## src/rtl/team_id_reader.sv

```systemverilog
// MSP430 peripheral that debounces the radio-side team ID, commits it to a read-only
// TEAM_ID register, and reports change/tamper events through STATUS flags and a level IRQ.
module team_id_reader #(
  parameter logic [14:0] BASE_ADDR     = 15'h01C0,
  parameter int unsigned DEC_WD        = 3,
  parameter int unsigned STABLE_CYCLES = 4
) (
  input  logic        mclk,
  input  logic        puc_rst,
  input  logic [13:0] per_addr,
  input  logic [15:0] per_din,
  input  logic        per_en,
  input  logic [1:0]  per_we,
  input  logic [15:0] team_id_in,
  output logic [15:0] per_dout,
  output logic [15:0] team_id_out,
  output logic        irq
);

  localparam int unsigned CNT_W = $clog2(STABLE_CYCLES + 1);
  localparam logic [CNT_W-1:0] CNT_LAST = CNT_W'(STABLE_CYCLES - 1);
  localparam logic [DEC_WD-1:0] OFF_ID     = DEC_WD'(0);
  localparam logic [DEC_WD-1:0] OFF_CTRL   = DEC_WD'(2);
  localparam logic [DEC_WD-1:0] OFF_STATUS = DEC_WD'(4);
  localparam logic [DEC_WD-1:0] OFF_ACC    = DEC_WD'(6);

  typedef enum logic [1:0] {ST_SETTLE, ST_COMMIT, ST_SETTLED} state_t;

  state_t            state_q, state_d;
  logic [15:0]       cand_q, cand_d;
  logic [CNT_W-1:0]  cnt_q, cnt_d;
  logic [15:0]       team_id_q, team_id_d;
  logic [15:0]       accept_cnt_q, accept_cnt_d;
  logic              ie_q, ie_d, lock_q, lock_d;
  logic              new_q, new_d, tamper_q, tamper_d;
  logic              commit_ok, commit_blk;
  logic              reg_sel, reg_wr, reg_rd, wr_ctrl, wr_status;
  logic [DEC_WD-1:0] reg_off;
  logic              unused_din;

  // Peripheral bus decode
  assign reg_sel   = per_en & (per_addr[13:DEC_WD-1] == BASE_ADDR[14:DEC_WD]);
  assign reg_off   = {per_addr[DEC_WD-2:0], 1'b0};
  assign reg_wr    = reg_sel & (|per_we);
  assign reg_rd    = reg_sel & ~(|per_we);
  assign wr_ctrl   = reg_wr & (reg_off == OFF_CTRL);
  assign wr_status = reg_wr & (reg_off == OFF_STATUS);
  assign unused_din = ^per_din[15:2];

  always_ff @(posedge mclk) begin
    if (puc_rst) state_q <= ST_SETTLED;
    else         state_q <= state_d;
  end

  // A differing input restarts filtering from any state, aborting a pending commit
  always_comb begin
    state_d = state_q;
    cand_d  = cand_q;
    cnt_d   = cnt_q;
    if (team_id_in != cand_q) begin
      cand_d  = team_id_in;
      cnt_d   = CNT_W'(1);
      state_d = ST_SETTLE;
    end else begin
      unique case (state_q)
        ST_SETTLE: begin
          if (cnt_q == CNT_LAST) state_d = ST_COMMIT;
          else                   cnt_d   = cnt_q + CNT_W'(1);
        end
        ST_COMMIT: state_d = ST_SETTLED;
        default:   state_d = state_q;
      endcase
    end
  end

  always_comb begin
    commit_ok  = 1'b0;
    commit_blk = 1'b0;
    if ((state_q == ST_COMMIT) && (team_id_in == cand_q) && (cand_q != team_id_q)) begin
      commit_ok  = ~lock_q;
      commit_blk = lock_q;
    end
  end

  // Hardware flag sets take priority over software W1C in the same cycle
  always_comb begin
    team_id_d    = commit_ok ? cand_q : team_id_q;
    ie_d         = wr_ctrl ? per_din[0] : ie_q;
    lock_d       = lock_q | (wr_ctrl & per_din[1]);
    new_d        = (new_q & ~(wr_status & per_din[0])) | commit_ok;
    tamper_d     = (tamper_q & ~(wr_status & per_din[1])) | commit_blk;
    accept_cnt_d = accept_cnt_q;
    if (commit_ok && (accept_cnt_q != 16'hFFFF)) accept_cnt_d = accept_cnt_q + 16'd1;
  end

  always_ff @(posedge mclk) begin
    if (puc_rst) begin
      cand_q       <= '0;
      cnt_q        <= '0;
      team_id_q    <= '0;
      accept_cnt_q <= '0;
      ie_q         <= 1'b0;
      lock_q       <= 1'b0;
      new_q        <= 1'b0;
      tamper_q     <= 1'b0;
    end else begin
      cand_q       <= cand_d;
      cnt_q        <= cnt_d;
      team_id_q    <= team_id_d;
      accept_cnt_q <= accept_cnt_d;
      ie_q         <= ie_d;
      lock_q       <= lock_d;
      new_q        <= new_d;
      tamper_q     <= tamper_d;
    end
  end

  always_comb begin
    per_dout = '0;
    if (reg_rd) begin
      case (reg_off)
        OFF_ID:     per_dout = team_id_q;
        OFF_CTRL:   per_dout = {14'd0, lock_q, ie_q};
        OFF_STATUS: per_dout = {13'd0, (state_q == ST_SETTLED), tamper_q, new_q};
        OFF_ACC:    per_dout = accept_cnt_q;
        default:    per_dout = '0;
      endcase
    end
  end

  assign team_id_out = team_id_q;
  assign irq         = ie_q & (new_q | tamper_q);

endmodule
```

## config.mk

```make
export PLATFORM = sky130hd
export DESIGN_NAME = team_id_reader
export DESIGN_NICKNAME = d
export VERILOG_FILES = /design/src/rtl/team_id_reader.sv
export SDC_FILE = /design/constraint.sdc
export NUM_CORES = 1
export LEC_CHECK = 0
export ABC_CLOCK_PERIOD_IN_PS = 2700
export BUFFER_PORTS_ARGS = -buffer_cell sky130_fd_sc_hd__buf_2
export CORE_UTILIZATION = 50
export CTS_CLUSTER_SIZE = 12
export DETAILED_ROUTE_END_ITERATION = 12
export PLACE_DENSITY = 0.77
export SLEW_MARGIN = 15
export SYNTH_ARGS = -nofsm -noshare
export SYNTH_HDL_FRONTEND = slang
export SYNTH_SLANG_ARGS = --single-unit
```

## constraint.sdc

```tcl
create_clock -name mclk -period 2.7 [get_ports mclk]
set_clock_uncertainty 0.15 [all_clocks]
set_input_delay 0.135 -clock mclk [delete_from_list [all_inputs] [get_ports mclk]]
set_output_delay 0.135 -clock mclk [all_outputs]
set_load 0.02 [all_outputs]
```

Word-level counts from Yosys, hierarchy flattened
Cells that the tools add are included.
{"block": "totals", "output_inout_bits": 33, "ff_bits": 57, "elab_cells": 71}
{"block": "classes", "n_bitwise": 20, "mux": 10, "addsub": 2, "reduce_logical": 14, "n_eq_ne": 14}
{"cell": "$pmux W16 S4", "count": 1}
{"cell": "$ne A16 B16 Y1", "count": 2}
{"cell": "$add A16 B1 Y16 const B", "count": 1}
{"cell": "$eq A16 B16 Y1", "count": 1}
{"cell": "$mux W16", "count": 1}
{"cell": "$ne A16 B16 Y1 const B", "count": 1}
{"cell": "$eq A12 B6 Y1 const B", "count": 1}
{"cell": "$and A1 B1 Y1", "count": 11}
{"cell": "$reduce_and A2 Y1", "count": 4}
{"cell": "$eq A2 B2 Y1 const B", "count": 3}
{"cell": "$mux W1", "count": 5}
{"cell": "$not A1 Y1", "count": 5}
{"cell": "$eq A2 B1 Y1 const B", "count": 2}
{"cell": "$mux W2", "count": 2}
{"cell": "$ne A2 B2 Y1 const B", "count": 2}
{"cell": "$or A1 B1 Y1", "count": 4}
{"cell": "$pmux W2 S2", "count": 1}
{"cell": "$reduce_bool A2 Y1", "count": 2}
{"cell": "$reduce_or A2 Y1", "count": 2}
{"cell": "$add A3 B1 Y3 const B", "count": 1}
{"cell": "$eq A3 B2 Y1 const B", "count": 1}
{"cell": "$logic_and A1 B1 Y1", "count": 3}
{"cell": "$logic_not A3 Y1", "count": 1}
{"cell": "$ne A3 B3 Y1 const B", "count": 1}
{"cell": "2 further kinds", "count": 2}

Depth between registers and ports, before layout
Gate-level depths: netlist (run 1).
{"block": "logic_depth", "word_depth": 8, "depth_mapped": 9, "ltp_nobuf": 7}

Least setup slack after synthesis (run 1)
No wires, ideal clock.
{"block": "synth_timing", "kind": "register -> register", "start": "register cand_q[8]", "end": "register accept_cnt_q[5]", "slack_ns": 0.457, "path_buffers": 1, "stages_incl_launch_ff": 8, "setup_time_ns": 0.121, "arrival_time_ns": 1.972, "required_ns": 2.429, "cell_sequence": "dfxtp_1 -> xnor2_1 -> nand4_1 -> nor4_4 -> nand4b_4 -> buf_6 -> nor4_1 -> mux2_2"}
{"block": "synth_via", "elab_chain_cells": 5, "word_cells_on_any_way": 6}
{"item": "from (decl)", "line_no": "30", "rtl": "logic [15:0] cand_q, cand_d;"}
{"item": "from (signal assigned)", "line_no": "107", "rtl": "cand_q <= cand_d;"}
{"item": "$eq A16 B16 Y1", "line_no": "79", "rtl": "if ((state_q == ST_COMMIT) && (team_id_in == cand_q) && (cand_q != team_id_q)) begin"}
{"item": "$logic_and A1 B1 Y1", "line_no": "79"}
{"item": "$logic_and A1 B1 Y1 (*)", "line_no": "79"}
{"item": "$mux W1 (*)", "line_no": "79"}
{"item": "$logic_and A1 B1 Y1 (*)", "line_no": "93", "rtl": "if (commit_ok && (accept_cnt_q != 16'hFFFF)) accept_cnt_d = accept_cnt_q + 16'd1;"}
{"item": "to (signal assigned)", "line_no": "110", "rtl": "accept_cnt_q <= accept_cnt_d;"}
{"item": "to (decl)", "line_no": "33", "rtl": "logic [15:0] accept_cnt_q, accept_cnt_d;"}
Every way passes the cells marked *; elsewhere a longest branch is shown, timed or not.
A chain may end at the register's enable or synchronous reset.

Worst setup path in the final report (run 1)
{"block": "layout_timing", "start": "input port team_id_in[4]", "end": "register accept_cnt_q[5]"}
{"block": "layout_via", "elab_chain_cells": 5}
{"item": "from (decl)", "line_no": "14", "rtl": "input logic [15:0] team_id_in,"}
{"item": "$eq A16 B16 Y1", "line_no": "79"}
{"item": "$logic_and A1 B1 Y1 (2 in series)", "line_no": "79"}
{"item": "$mux W1", "line_no": "79"}
{"item": "$logic_and A1 B1 Y1", "line_no": "93"}
Every way passes these cells.

==> impl.org, run 1 <==
** Placement
- HPWL after detailed placement :: 4900 um
- Final weighted congestion in routability-driven placement :: 0.790
- Count of buffers inserted at the top-level ports :: 69
- Pre-CTS setup slack :: 0.190 ns

** Clock tree
- In this run the deepest clock path goes through 2 buffers.
- TritonCTS built the clock tree.
- CTS placed an instance of clkbuf_8 at the clock tree root.
- Clock transition at path regs :: 0.07 ns
- TritonCTS created 9 clock buffers.
- The later pin in the worst-skew pair is clocked with a latency of 0.34 ns.
- The clock tree synthesis step divided the H-tree into 3 levels.
- Clock sink total :: 57

** Die
- Die area :: 6070 um^2
- Number of placed I/O pins :: 84
- Placement row count :: 27
- The initial utilization of the core area, before any placement, comes to 52.0%.
- The core region is 5540 um^2.
- Chip width :: 77.9 um
- Measured along the y axis, the die boundary spans 77.9 um.

** Cells and area
- Compared with the post-synthesis result, the final layout area differs by 28.6%.
- Top library cells by usage in the layout, fill and taps aside :: 69 x buf_2, 57 x dfxtp_1, 44 x nor2_1
- 0 antenna diodes ended up in the layout.
- In the final layout, the share of cells above drive strength 1 is 24.5%.
- For this run, the share of the core covered by cells in the final layout is 66.9%.
- Counting the fill cells in the layout gives 446.
- Commonest non-fill, non-tap cell in the layout :: buf_2
- Number of nets in the layout :: 465

** GRT
- Remaining Overflow, GRT :: 0
- Initial antenna violation count :: 0
- Number of global-route vias before repair :: 2640
- Largest net degree at the start of global routing :: 38
- Global routing consumed, over all layers together, 26.2% of the routing resources.
- The first global-routing pass estimated 12300 um of wire.

** Critical path
- Max FO, Critical Path :: 24
- Crit path arrival time :: 2.66 ns
- At the worst endpoint, the required time is 2.77 ns.
- Type of origin of the critical path :: input port
- The setup path with the least slack is of type in2reg.
- Nature of the critical path endpoint :: flop

** Synthesis
- Post-Synth Adder-Cell Area :: 1.30%
- Synth Area in Compound Gates :: 11.2%
- The number of nets in the synthesized netlist is 374.
- Distinct cell type count after synthesis :: 41
- Dominant combinational cell family by area after synthesis :: simple AND/OR/NAND/NOR gates
- After synthesis the cells add up to 2880 um^2.
- Share of async-settable or async-resettable flops after synthesis :: 0%
- Yosys mapped a number of flops with a built-in enable equal to 0.
- Xor/xnor cell area share of the yosys netlist :: 10.0%
- Proportion of synthesized area in mux cells :: 8.94%
- Sequential area share after synthesis :: 39.6%
- Number of synthesis warnings :: 0
- Area fraction in and, or, nand and nor cells after synthesis :: 25.6%
- The cell count after synthesis came out at 320.
- Among all flip-flop cells after synthesis, the most frequent one is dfxtp_1.
- In this run, synthesis produced a sequential element count of 57.
- Syn_area_per_cell :: 9.00 um^2

** Drt
- Number of remaining DRC errors :: 0
- In the final routed layout, each cell accounts on average for 15.3 um.
- 1st-iter DRT viols :: 136
- After detailed routing, the total wire length is 7490 um.
- Dividing the detail-routed via count by the number of cells gives 5.56.
- Once detail routing completed, the nets flagged for antenna violations numbered 0.
- First-pass DRT Iterations :: 4
- Summing over every cut layer, the via total after detailed routing is 2711.

** Timing
- For the pin with the worst max-slew slack, the measured transition is 0.823 ns.
- Share of the cycle needed by the critical path after routing :: 96.0%
- Timing-limited maximum frequency :: 386 MHz
- Setup violations remaining at the end of the flow were counted as 0.
- Setup repair after global routing could not meet its margin everywhere.
- Total Negative Setup Slacks :: 0 ns
- Across all setup checks in the final design, the least slack found is 0.108 ns.
- Final critical-path required period :: 2.59 ns
- Worst relative slew slack :: 44.9%
- Worst-case hold slack :: 0.138 ns
- The final count of hold timing violations came to 0.
- Max-slew violation total from the final report :: 0

** Run
- Total of max-cap violations :: 0

** Pwr
- Power spread over the standard cell area amounts to 488 nW/um^2.
- Across the VDD grid, the largest voltage drop is 0.000391 V.
- Summed over all cells, the static leakage comes to 1.59 nW.

** Min path
- The min-delay analysis places its worst path in the category in2reg.

** Outcome
- Outcome :: finished clean
-- state kept, by name (all words and copies together), names as in the netlist, 2 cells and up --
signal / flops
accept_cnt_q: 16
cand_q: 16
team_id_out: 16
cnt_q: 3
state_q: 2
-- metal layers --
layer  wire (um)  vias to the layer above  track usage [%]  part of all wire [%]
met5           0                        -                0                     0
met4         124                        0             7.41                   1.7
met3         534                       11             8.47                   7.1
met2        3590                      102             45.5                    48
met1        3240                     1273             30.8                    43
li1            -                     1325                -                     -
-- cells in the mapped netlist (6+ instances only) --
cell type   n  area (um^2)
nand3_1     7         35.0
dfxtp_1    57         1140
nor4_1      6         37.5
inv_1       6         22.5
a21oi_1    19         95.1
mux2i_1    19          190
o31ai_1    10         75.1
nor2b_1    20          125
nand4_1     8         50.1
nand2_1     9         33.8
nor2_1     44          165
xnor2_1    17          149
a22oi_1    13         97.6
or4_1      10         75.1
clkbuf_1   11         41.3
xor2_1     16          140
-- metrics by stage --
step                      area, um^2  total power, mW  instances
after floorplan                 2880            0.958        320
after global placement          3300             1.00        451
after detailed placement        3300             1.00        451
after CTS                       3680             1.81        485
after global routing            3710             1.86        488
final                           3710             1.81        488
-- final timing paths --
check                           slack, ns  depth (start not counted)                to              from
worst max-delay path                 0.11                          8   accept_cnt_q[5]     team_id_in[4]
worst min-delay path                 0.14                          5              ie_q       per_addr[6]
worst max register to register       0.14                          7   team_id_out[12]         cand_q[5]
worst min register to register       0.36                          2  accept_cnt_q[11]  accept_cnt_q[11]
-- what timing repair did --
action | 4_1_cts | 5_1_grt
gates resized for setup | 0 | 1
setup endpoints to repair | 0 | 17
hold endpoints to repair | 18 | 0
buffers inserted | 0 | 3
hold buffers | 18 | 0
-- area by class of cell --
| cell class | count | area, um^2 | share of cell area (%) |
|---|---|---|---|
| repair buffers | 96 | 606 | 16.3 |
| clock inverters | 5 | 55.1 | 1.49 |
| flip-flops and latches | 57 | 1140 | 30.8 |
| clock buffers | 11 | 141 | 3.82 |
| multi-input cells | 241 | 1650 | 44.5 |
| well taps | 72 | 90.1 | 2.43 |
| inverters | 6 | 22.5 | 0.608 |
-- where the power goes --
part | internal, mW | switching, mW
clock network | 0.448 | 0.348
logic | 0.0740 | 0.0664
registers | 0.855 | 0.0160
total | 1.38 | 0.430
-- worst max-delay path, stage by stage --
cell           delay [ns]
dlygate4sd3_1        0.53
buf_2                0.13
xnor2_1              0.13
nand4_1              0.20
nor4_4               0.42
nand4b_4             0.35
nor4_1               0.39
mux2_2               0.37
-- kinds of logic (layout without fill, tap and decap cells) --
family / after synthesis / in the layout
and+or+nand+nor: 131 / 131
DFF: 57 / 57
AOI/OAI and AO/OA: 51 / 51
xor gates and xnor gates: 33 / 33
muxes: 23 / 23
buffers and inverters: 22 / 118
adders and majority gates: 3 / 3
(Power assumes the default switching activity.)
==> run 2: changes to the inputs <==
--- a/config.mk
+++ b/config.mk
@@ -7,6 +7,8 @@
 export LEC_CHECK = 0
 export ABC_CLOCK_PERIOD_IN_PS = 2700
 export BUFFER_PORTS_ARGS = -buffer_cell sky130_fd_sc_hd__buf_2
+export CORE_ASPECT_RATIO = 2
+export CORE_MARGIN = 2
 export CORE_UTILIZATION = 50
 export CTS_CLUSTER_SIZE = 12
 export DETAILED_ROUTE_END_ITERATION = 12
==> run 2 against run 1 <==
Net effect: first-iteration DRC count fell by 54%; sequential share of layout area fell by 1.1 points; maximum frequency grew 3.2%; hold slack better by 0.035 ns; routed wire length increased by 2.4%; critical endpoint is now accept_cnt_q[7]; non-clock buffer count up 1; design area grew 3.7%; global-route usage fell by 0.87 points.
==> impl.org, run 2 (synthesis gave the netlist of run 1 again) <==
** Outcome
- The flow ran to the end, and the final reports show no timing, DRC or antenna violations.

** Cells and area
- Number of nets in the layout :: 466 (+0.22%)
- Commonest non-fill, non-tap cell in the layout :: buf_2
- Area added between synthesis and finish :: 33.3%
- The number of fill cells in the layout was 440 (-1.3%).
- Final instance count without filler cells :: 478 (-2.0%)
- Fraction of layout instances using a drive strength above 1 :: 24.5% (-0.059 points)
- Number of antenna cells inserted :: 0 (unchanged)
- Top library cells by usage in the layout, fill and taps aside :: 69 x buf_2, 57 x dfxtp_1, 44 x nor2_1

** Critical path
- Max FO, Critical Path :: 30 (+25%)
- The data required time at the worst endpoint came to 2.81 ns (+0.04 ns).
- Worst R2R Start :: cand_q[5]
- The endpoint identified for the worst register-to-register timing path is accept_cnt_q[7].
- Type of origin of the critical path :: input port
- The worst setup path is captured at a flop.
- Crit path kind :: in2reg
- Crit path arrival time :: 2.62 ns (-0.04 ns)
- The reg2reg setup slack came to 0.29 ns (+0.15 ns).
- The number of cell instances on the worst register-to-register path is 7 (unchanged).

** Clock tree
- H-tree lvl count :: 3 (unchanged)
- The number of CTS-inserted buffers was 9 (unchanged).
- Clock sink total :: 57 (unchanged)
- The insertion delay of the later-clocked pin in the worst-skew pair is 0.33 ns (about the same).
- The maximum buffer depth of the clock tree came to 2 (unchanged).
- The tree is rooted in a clkbuf_16.
- Clock transition at path regs :: 0.05 ns (-0.02 ns)
- Count of buffers added by post-CTS timing repair for setup :: 0 (unchanged)
- TritonCTS built the clock tree.

** Drt
- 1st-iter DRT viols :: 62 (-54%)
- Number of nets with antenna violations after detailed routing :: 0 (unchanged)
- The mean number of vias per cell is 5.81 (+4.7%).
- Via count of the routed design :: 2779 (+2.5%)
- The number of remaining DRC errors is 0 (unchanged).
- Routed wire per std cell :: 16.0 um (+4.5%)
- Final Routed Wirelength :: 7670 um (+2.4%)
- First-pass DRT Iterations :: 5 (+1)

** GRT
- Wire length of the first global-routing pass :: 12600 um (+1.7%)
- Number of global-route vias before repair :: 2724 (+3.2%)
- Initial antenna violation count :: 0 (unchanged)
- The largest net degree at the start of global routing was 44 (+16%).
- The overall overflow remaining after global route is 0 (unchanged).
- The combined global-route utilization of all metal layers came to 25.3% (-0.87 points).

** Min path
- Hold Crit Depth :: 4 (-1)
- Startpoint of the worst hold path :: per_addr[1]
- HP Class :: in2reg
- Worst-case hold path end point :: ie_q

** Die
- Placement row count :: 39 (+44%)
- Die area :: 6420 um^2 (+5.8%)
- Number of placed I/O pins :: 84 (unchanged)
- The total core area was 5660 um^2 (+2.2%).
- DIE HEIGHT :: 111 um (+43%)
- The effective utilization at floorplan is 50.9% (-1.1 points).
- The horizontal die dimension came to 57.7 um (-26%).

** Run
- Total of max-cap violations :: 0 (unchanged)

** Timing
- Number of hold violations in the final report :: 0 (unchanged)
- The post-route minimum period is 2.51 ns (-0.0815 ns).
- Setup repair after global routing left no endpoint under its margin.
- Final count of negative-setup-slack endpoints :: 0 (unchanged)
- The total negative slack came to 0 ns (unchanged).
- Worst relative slew slack :: 50.8% (+5.9 points)
- Timing-limited maximum frequency :: 398 MHz (+3.2%)
- Share of the cycle needed by the critical path after routing :: 93.0% (-3.0 points)
- Worst Max-Slew Pin Slew :: 0.737 ns (-0.0861 ns)
- The number of slew-limit violations in the final report came to 0 (unchanged).

** Pwr
- P_leak :: 1.66 nW (+4.6%)
- Power density of the placed cells :: 587 nW/um^2 (+20%)
- Max rail drop VDD :: 0.000582 V (+49%)

** Placement
- The placer congestion estimate came to 0.874 (+11%).
- The HPWL after detailed placement is 5300 um (+8.2%).
- Count of buffers inserted at the top-level ports :: 69 (unchanged)
- The count of placed standard cells including taps was 444 (-1.6%).
-- run 2: changes by cell type in the layout (fill, tap and decap cells not counted) --
cell,previous run,this run
clkinv_2,2,0
nor3_2,1,0
clkbuf_16,0,9
buf_12,1,2
clkbuf_8,10,2
bufinv_16,1,2
nor3_1,4,5
-- run 2: report_power, final --
group | switching, mW | internal [mW] | total (mW)
clock | 0.385 | 0.857 | 1.24
sequential | 0.0166 | 0.857 | 0.874
combinational | 0.0652 | 0.0759 | 0.141
-- run 2: layer usage --
layer  GRT usage [%]  routed length [um]
met1            25.6                2730
met2            45.5                4250
met5               0                   0
met4            16.1                 329
met3            4.41                 355
-- run 2: worst max path at each step --
stage / slack, ns / startpoint / cells after the start / endpoint
3_3_place_gp: 0.35 / cand_q[14] / 7 / accept_cnt_q[6]
6_report: 0.19 / team_id_in[14] / 9 / accept_cnt_q[7]
3_5_place_dp: 0.30 / per_addr[9] / 7 / tamper_q
2_1_floorplan: 0.46 / cand_q[8] / 7 / accept_cnt_q[5]
4_1_cts: 0.17 / team_id_in[1] / 9 / accept_cnt_q[7]
5_1_grt: 0.09 / team_id_in[5] / 9 / accept_cnt_q[3]
-- run 2: layout make-up --
| class | instances | area [um^2] | area share [%] |
|---|---|---|---|
| Clock buffer | 12 | 256 | 6.68 |
| Clock inverter | 4 | 75.1 | 1.95 |
| Inverter | 6 | 22.5 | 0.586 |
| Multi-Input combinational cell | 241 | 1650 | 42.8 |
| Sequential cell | 57 | 1140 | 29.7 |
| Tap cell | 61 | 76.3 | 1.99 |
| Timing Repair Buffer | 97 | 626 | 16.3 |
-- run 2: critical path, cell delays in order --
cell and delay, ns:
dlygate4sd3_1 0.53, buf_2 0.14, xnor2_1 0.17, nand4_1 0.17, nor4_4 0.41, nand4b_4 0.18, buf_12 0.21, or4_1 0.52
a21oi_1 0.15
-- run 2: repair_timing --
| item | CTS | global route |
|---|---|---|
| endpoints found under the hold margin | 18 | 0 |
| gates resized for setup | 0 | 0 |
| hold buffers | 18 | 0 |
-- run 2: metrics by stage --
step / instance area (um^2) / total power, mW / worst slack, ns / utilization [%] / hold WS (ns)
2_1_floorplan: 2880 / 0.958 / 0.457 / - / 0.113
3_3_place_gp: 3330 / 1.00 / 0.351 / 58.8 / 0.221
3_5_place_dp: 3330 / 1.01 / 0.303 / 58.8 / 0.228
4_1_cts: 3840 / 2.27 / 0.167 / 67.9 / 0.154
5_1_grt: 3840 / 2.32 / 0.0938 / 67.9 / 0.205
6_report: 3840 / 2.26 / 0.190 / 67.9 / 0.174
